### src/rtl/k2_ctrl_pkg.sv
// Shared types for the K2 control unit: FSM states, opcodes and the default
// program-counter width.
package k2_ctrl_pkg;

  localparam int unsigned K2_ADDR_W = 4;

  typedef enum logic [1:0] {
    ST_FETCH  = 2'd0,
    ST_EXEC   = 2'd1,
    ST_FLAGS  = 2'd2,
    ST_HALTED = 2'd3
  } state_t;

  typedef enum logic [3:0] {
    OP_NOP  = 4'h0,
    OP_LDA  = 4'h1,
    OP_LDB  = 4'h2,
    OP_ADD  = 4'h3,
    OP_SUB  = 4'h4,
    OP_OUT  = 4'h5,
    OP_JMP  = 4'h6,
    OP_JC   = 4'h7,
    OP_JZ   = 4'h8,
    OP_HALT = 4'h9
  } opcode_t;

endpackage

### src/rtl/k2_pc.sv
// Program counter: synchronous active-high reset, increment, and parallel
// load; a load wins over an increment in the same cycle.
module k2_pc #(
  parameter int unsigned ADDR_W = 4
) (
  input  logic              clk,
  input  logic              rst,
  input  logic              inc,
  input  logic              load,
  input  logic [ADDR_W-1:0] load_val,
  output logic [ADDR_W-1:0] pc
);

  logic [ADDR_W-1:0] r_pc;

  always_ff @(posedge clk) begin
    if (rst) begin
      r_pc <= '0;
    end else if (load) begin
      r_pc <= load_val;
    end else if (inc) begin
      r_pc <= r_pc + 1'b1;
    end
  end

  assign pc = r_pc;

endmodule

### src/rtl/k2_control_unit.sv
// K2 control unit: fetch/execute/flags/halt sequencer driving register
// enables and ALU select for a small 4-bit accumulator datapath.
module k2_control_unit
  import k2_ctrl_pkg::*;
#(
  parameter int unsigned ADDR_W = K2_ADDR_W
) (
  input  logic              clk,
  input  logic              rst,
  input  logic              run,
  input  logic [7:0]        instr,
  input  logic              c,
  input  logic              z,
  output logic [ADDR_W-1:0] pc,
  output logic              alu_s,
  output logic              ra_en,
  output logic              rb_en,
  output logic              ro_en,
  output logic              ra_src,
  output logic [3:0]        imm,
  output logic              halted,
  output logic              illegal
);

  state_t     r_state;
  state_t     w_state_nxt;
  logic [7:0] r_ir;
  logic       r_cf;
  logic       r_zf;

  logic [3:0] w_op;
  logic       w_pc_inc;
  logic       w_pc_load;
  logic       w_alu_s;
  logic       w_ra_en;
  logic       w_rb_en;
  logic       w_ro_en;
  logic       w_ra_src;
  logic       w_illegal;

  assign w_op = r_ir[7:4];

  always_comb begin
    w_state_nxt = r_state;
    w_pc_inc    = 1'b0;
    w_pc_load   = 1'b0;
    w_alu_s     = 1'b0;
    w_ra_en     = 1'b0;
    w_rb_en     = 1'b0;
    w_ro_en     = 1'b0;
    w_ra_src    = 1'b0;
    w_illegal   = 1'b0;
    case (r_state)
      ST_FETCH: begin
        if (run) begin
          w_pc_inc    = 1'b1;
          w_state_nxt = ST_EXEC;
        end
      end
      ST_EXEC: begin
        w_state_nxt = ST_FETCH;
        case (w_op)
          OP_NOP:  ;
          OP_LDA:  w_ra_en = 1'b1;
          OP_LDB:  w_rb_en = 1'b1;
          OP_ADD: begin
            w_ra_en     = 1'b1;
            w_ra_src    = 1'b1;
            w_state_nxt = ST_FLAGS;
          end
          OP_SUB: begin
            w_ra_en     = 1'b1;
            w_ra_src    = 1'b1;
            w_alu_s     = 1'b1;
            w_state_nxt = ST_FLAGS;
          end
          OP_OUT:  w_ro_en   = 1'b1;
          OP_JMP:  w_pc_load = 1'b1;
          OP_JC:   w_pc_load = r_cf;
          OP_JZ:   w_pc_load = r_zf;
          OP_HALT: w_state_nxt = ST_HALTED;
          default: w_illegal = 1'b1;
        endcase
      end
      ST_FLAGS:  w_state_nxt = ST_FETCH;
      ST_HALTED: w_state_nxt = ST_HALTED;
      default:   w_state_nxt = ST_FETCH;
    endcase
  end

  always_ff @(posedge clk) begin
    if (rst) begin
      r_state <= ST_FETCH;
      r_ir    <= '0;
      r_cf    <= 1'b0;
      r_zf    <= 1'b0;
    end else begin
      r_state <= w_state_nxt;
      if (r_state == ST_FETCH && run) begin
        r_ir <= instr;
      end
      if (r_state == ST_FLAGS) begin
        r_cf <= c;
        r_zf <= z;
      end
    end
  end

  k2_pc #(
    .ADDR_W (ADDR_W)
  ) u_pc (
    .clk      (clk),
    .rst      (rst),
    .inc      (w_pc_inc),
    .load     (w_pc_load),
    .load_val (r_ir[ADDR_W-1:0]),
    .pc       (pc)
  );

  // Outputs are masked by rst so a reset landing in EXEC issues no partial enable.
  assign alu_s   = w_alu_s   & ~rst;
  assign ra_en   = w_ra_en   & ~rst;
  assign rb_en   = w_rb_en   & ~rst;
  assign ro_en   = w_ro_en   & ~rst;
  assign ra_src  = w_ra_src  & ~rst;
  assign illegal = w_illegal & ~rst;
  assign halted  = (r_state == ST_HALTED) & ~rst;
  assign imm     = r_ir[3:0];

endmodule

### config.mk
export PLATFORM = sky130hd
export DESIGN_NAME = k2_control_unit
export DESIGN_NICKNAME = d
export VERILOG_FILES = /design/src/rtl/k2_ctrl_pkg.sv /design/src/rtl/k2_pc.sv /design/src/rtl/k2_control_unit.sv
export SDC_FILE = /design/constraint.sdc
export NUM_CORES = 1
export LEC_CHECK = 0
export BUFFER_PORTS_ARGS = -buffer_cell sky130_fd_sc_hd__buf_2
export CAP_MARGIN = 20
export CORE_ASPECT_RATIO = 0.8
export CORE_MARGIN = 2
export CORE_UTILIZATION = 51
export CTS_BUF_LIST = sky130_fd_sc_hd__clkbuf_2 sky130_fd_sc_hd__clkbuf_4 sky130_fd_sc_hd__clkbuf_8
export DETAILED_ROUTE_END_ITERATION = 7
export PLACE_DENSITY = 0.86
export SYNTH_ARGS = -nofsm -noshare
export SYNTH_HDL_FRONTEND = slang
export SYNTH_SLANG_ARGS = --single-unit
### constraint.sdc
create_clock -name clk -period 1.8 [get_ports clk]
set_input_delay 0.45 -clock clk [delete_from_list [all_inputs] [get_ports clk]]
set_output_delay 0.45 -clock clk [all_outputs]
set_load 0.02 [all_outputs]
==> out/results.ini <==
[run_status]
outcome = complete, but fails checks
violations = negative setup slack

[power]
p_switching_uw = 212
combPwrFrac_pct = 18.3
p_clk_share_pct = 30.1
p_per_area_nw_per_um2 = 707
vdd_drop_max_uv = 624
seqPwrFrac_pct = 51.5
swShare_pct = 27.5
p_int_uw = 559
p_leak_nw = 0.492

[layout]
stdcell_area_sq_um = 1090
area_growth_pct = 26.7
fill_cells = 139
finalNetCount = 144
layout-drive-gt1-share_pct = 41.9
fin_cells = 151
n_antenna_cell = 0

[critical_path]
crit_type = reg -> out
max_stage_delay_ns = 0.39
path_buf_inv = 1
slowest_stage = dfxtp_4
reg2reg_depth = 6
worstPathRequired_ns = 1.35
endpoint_kind = output port
startpoint_type = flip-flop
path_delay_family = simple AND/OR/NAND/NOR gates
arrival_ns = 1.38
critPathMaxFanout = 8
path_cells = and2b_2, a21oi_2, nor3_1, buf_2
cp.depth = 4

[synthesis]
netlist_area_sq_um = 861
yosysWarnings = 0
yosysSeqAreaShare_pct = 37.2
netlist_instances = 101
syn_area_per_cell_sq_um = 8.52
yosys-top-cells-area = dfxtp_1, nand2_1, a21oi_1
synth_cell_types = 35
yosysTopAreaCell = dfxtp_1
synth_nets = 115
synth-seq-cells = 16
yosysTopAreaCellShare_pct = 37.2

[flow_run]
cap_viol_max_count = 0

[route]
via_per_inst = 5.34
wl_met1_um = 867
detail_route.wl_per_cell_um = 13.1
vias = 806
wl_mm = 1.98
first_pass_iters = 4
topRoutingLayerUsed = met4
route.detailed.drc = 0
ant_nets = 0
wl_met2_um = 997
drt_iter0_drc = 33
wl_met3_um = 111

[clock_network]
postCtsHoldBufs = 0
htree_levels = 1
numCtsBuffers = 3
tritoncts = built
clk_latency_ns = 0.28
clockBufferDepth = 2
clk_pin_slew_ns = 0.10
clkSinkCount = 16
cts_root_buf = clkbuf_4

[grt]
grt_pass1_vias = 714
grt_pass1_wl_mm = 3.20
grtUsageTotal_pct = 21.1
grt_overflow_total = 0
grt_max_degree = 13
antenna_found_initial = 0

[timing]
clock_skew_ns = 0.00955
min_period_over_period_pct = 102
rsz0062_at_grt = true
setup_viol = 3
finalMaxSlewViolations = 0
fin_ws_ns = -0.0322
fin_crit_ns = 1.83
max_slew_margin_pct = 77.7
hold_viol = 0
fmax_mhz = 546
worst_pin_slew_ns = 0.334

[die]
chipWidth_um = 49.9
initial_core_util_pct = 53.5
core_sq_um = 1610
dieArea_sq_um = 2030
num_rows = 13
num_io_pins = 28
die_h_um = 40.7

[placement]
port-buffer-count = 27
placed_cell_area_sq_um = 1010
gp_congestion = 0.747
dp_cells = 145
dp_hpwl_mm = 1.39

[worst_hold_path]
min_path_type = in -> reg
holdPathStages = 3

cell families (layout without fill, tap and decap cells):
family                   after synthesis  in the layout  synth area share [%]
AND/OR/NAND/NOR                       42             42                  27.0
flip-flops                            16             16                  37.2
adder cells (fa/ha/maj)                1              1                  1.45
AO/OA/AOI/OAI                         24             24                  19.5
buffers and inverters                 12             40                  8.29
XOR/XNOR                               3              3                  3.05
multiplexers                           3              3                  3.49
placed cells by master, fill, tap and decap left out, types with 2 or more instances in the layout:
master,count
and3_1,2
dfxtp_2,3
xnor2_1,2
mux2i_1,3
nand2_1,17
nand2b_1,3
nor2_1,4
inv_1,2
dfxtp_4,2
a21oi_1,10
nor3_1,3
clkbuf_4,3
o21ai_0,5
buf_2,24
dfxtp_1,11
o311a_2,3
buf_4,10
layout make-up:
| cell class | count | area [sq um] | share of cell area [%] |
|---|---|---|---|
| Multi-Input combinational cell | 73 | 493 | 45.2 |
| Sequential cell | 16 | 332 | 30.4 |
| Timing Repair Buffer | 34 | 195 | 17.9 |
| Clock buffer | 4 | 36.3 | 3.33 |
| Tap cell | 22 | 27.5 | 2.52 |
| Inverter | 2 | 7.51 | 0.688 |
Yosys cell counts, drive strengths merged:
library cell	count
o32a	1
nor2	5
o221a	1
a211o	1
nor3	3
o211ai	1
a22oi	1
nand4b	1
buf	8
clkbuf	2
nand4bb	1
nand3b	1
inv	2
and2b	1
mux2i	3
a21oi	11
xor2	1
o21ai	5
nor4b	1
xnor2	2
o311a	3
nand2	17
nand4	1
and3b	1
dfxtp	16
ha	1
nor2b	1
and3	2
nor4bb	1
nor4	1
nand2b	4
nor3b	1
state kept, by name, indices dropped and copies added (netlist names):
signal and count:
r_zf 1, r_state 2, r_ir 8, u_pc.pc 4, r_cf 1
stage by stage:
stage	hold WS, ns	setup WS [ns]	utilization, %	TNS, ns	total power [mW]
after CTS	0.394	-0.00377	66.1	-0.00377	0.767
after floorplan	0.444	0.0692	-	0	0.498
after global routing	0.407	-0.0876	67.8	-0.316	0.810
final	0.393	-0.0322	67.8	-0.0755	0.771
after global placement	0.458	0.0680	62.7	0	0.530
after detailed placement	0.463	0.0161	62.7	0	0.537
repair_timing:
item | 4_1_cts | 5_1_grt
buffers inserted | 1 | 1
resized for setup | 6 | 7
setup endpoints to repair | 5 | 5
pin swaps | 2 | 1
worst reg2reg max path, delay by kind of cell (launching register included):
family	cells	cell delay, ns
AND/OR/NAND/NOR	1	0.19
flip-flops	1	0.33
multiplexers	1	0.18
buffers and inverters	2	0.37
AO/OA/AOI/OAI	2	0.23
power groups by stage:
stage	Combinational [mW]	Sequential (mW)	Clock [mW]
5_1_grt	0.156	0.401	0.253
3_5_place_dp	0.132	0.405	0
3_3_place_gp	0.127	0.403	0
6_report	0.141	0.397	0.232
4_1_cts	0.134	0.397	0.237
2_1_floorplan	0.0983	0.400	0
routing by layer:
| metal | global-route usage [%] | up-vias |
|---|---|---|
| met5 | 0 | - |
| met4 | 6.25 | 0 |
| met3 | 2.55 | 2 |
| met2 | 42.0 | 25 |
| met1 | 24.9 | 366 |
| li1 | - | 413 |
worst paths after layout:
kind,start,end,slack [ns]
worst min register to register,r_ir[2],r_ir[2],0.48
worst min-delay path,z,r_zf,0.39
worst max-delay path,r_ir[6],ra_en,-0.03
worst max register to register,r_state[0],u_pc.pc[1],0.39
Note: power is estimated with default switching activity, not from simulation.
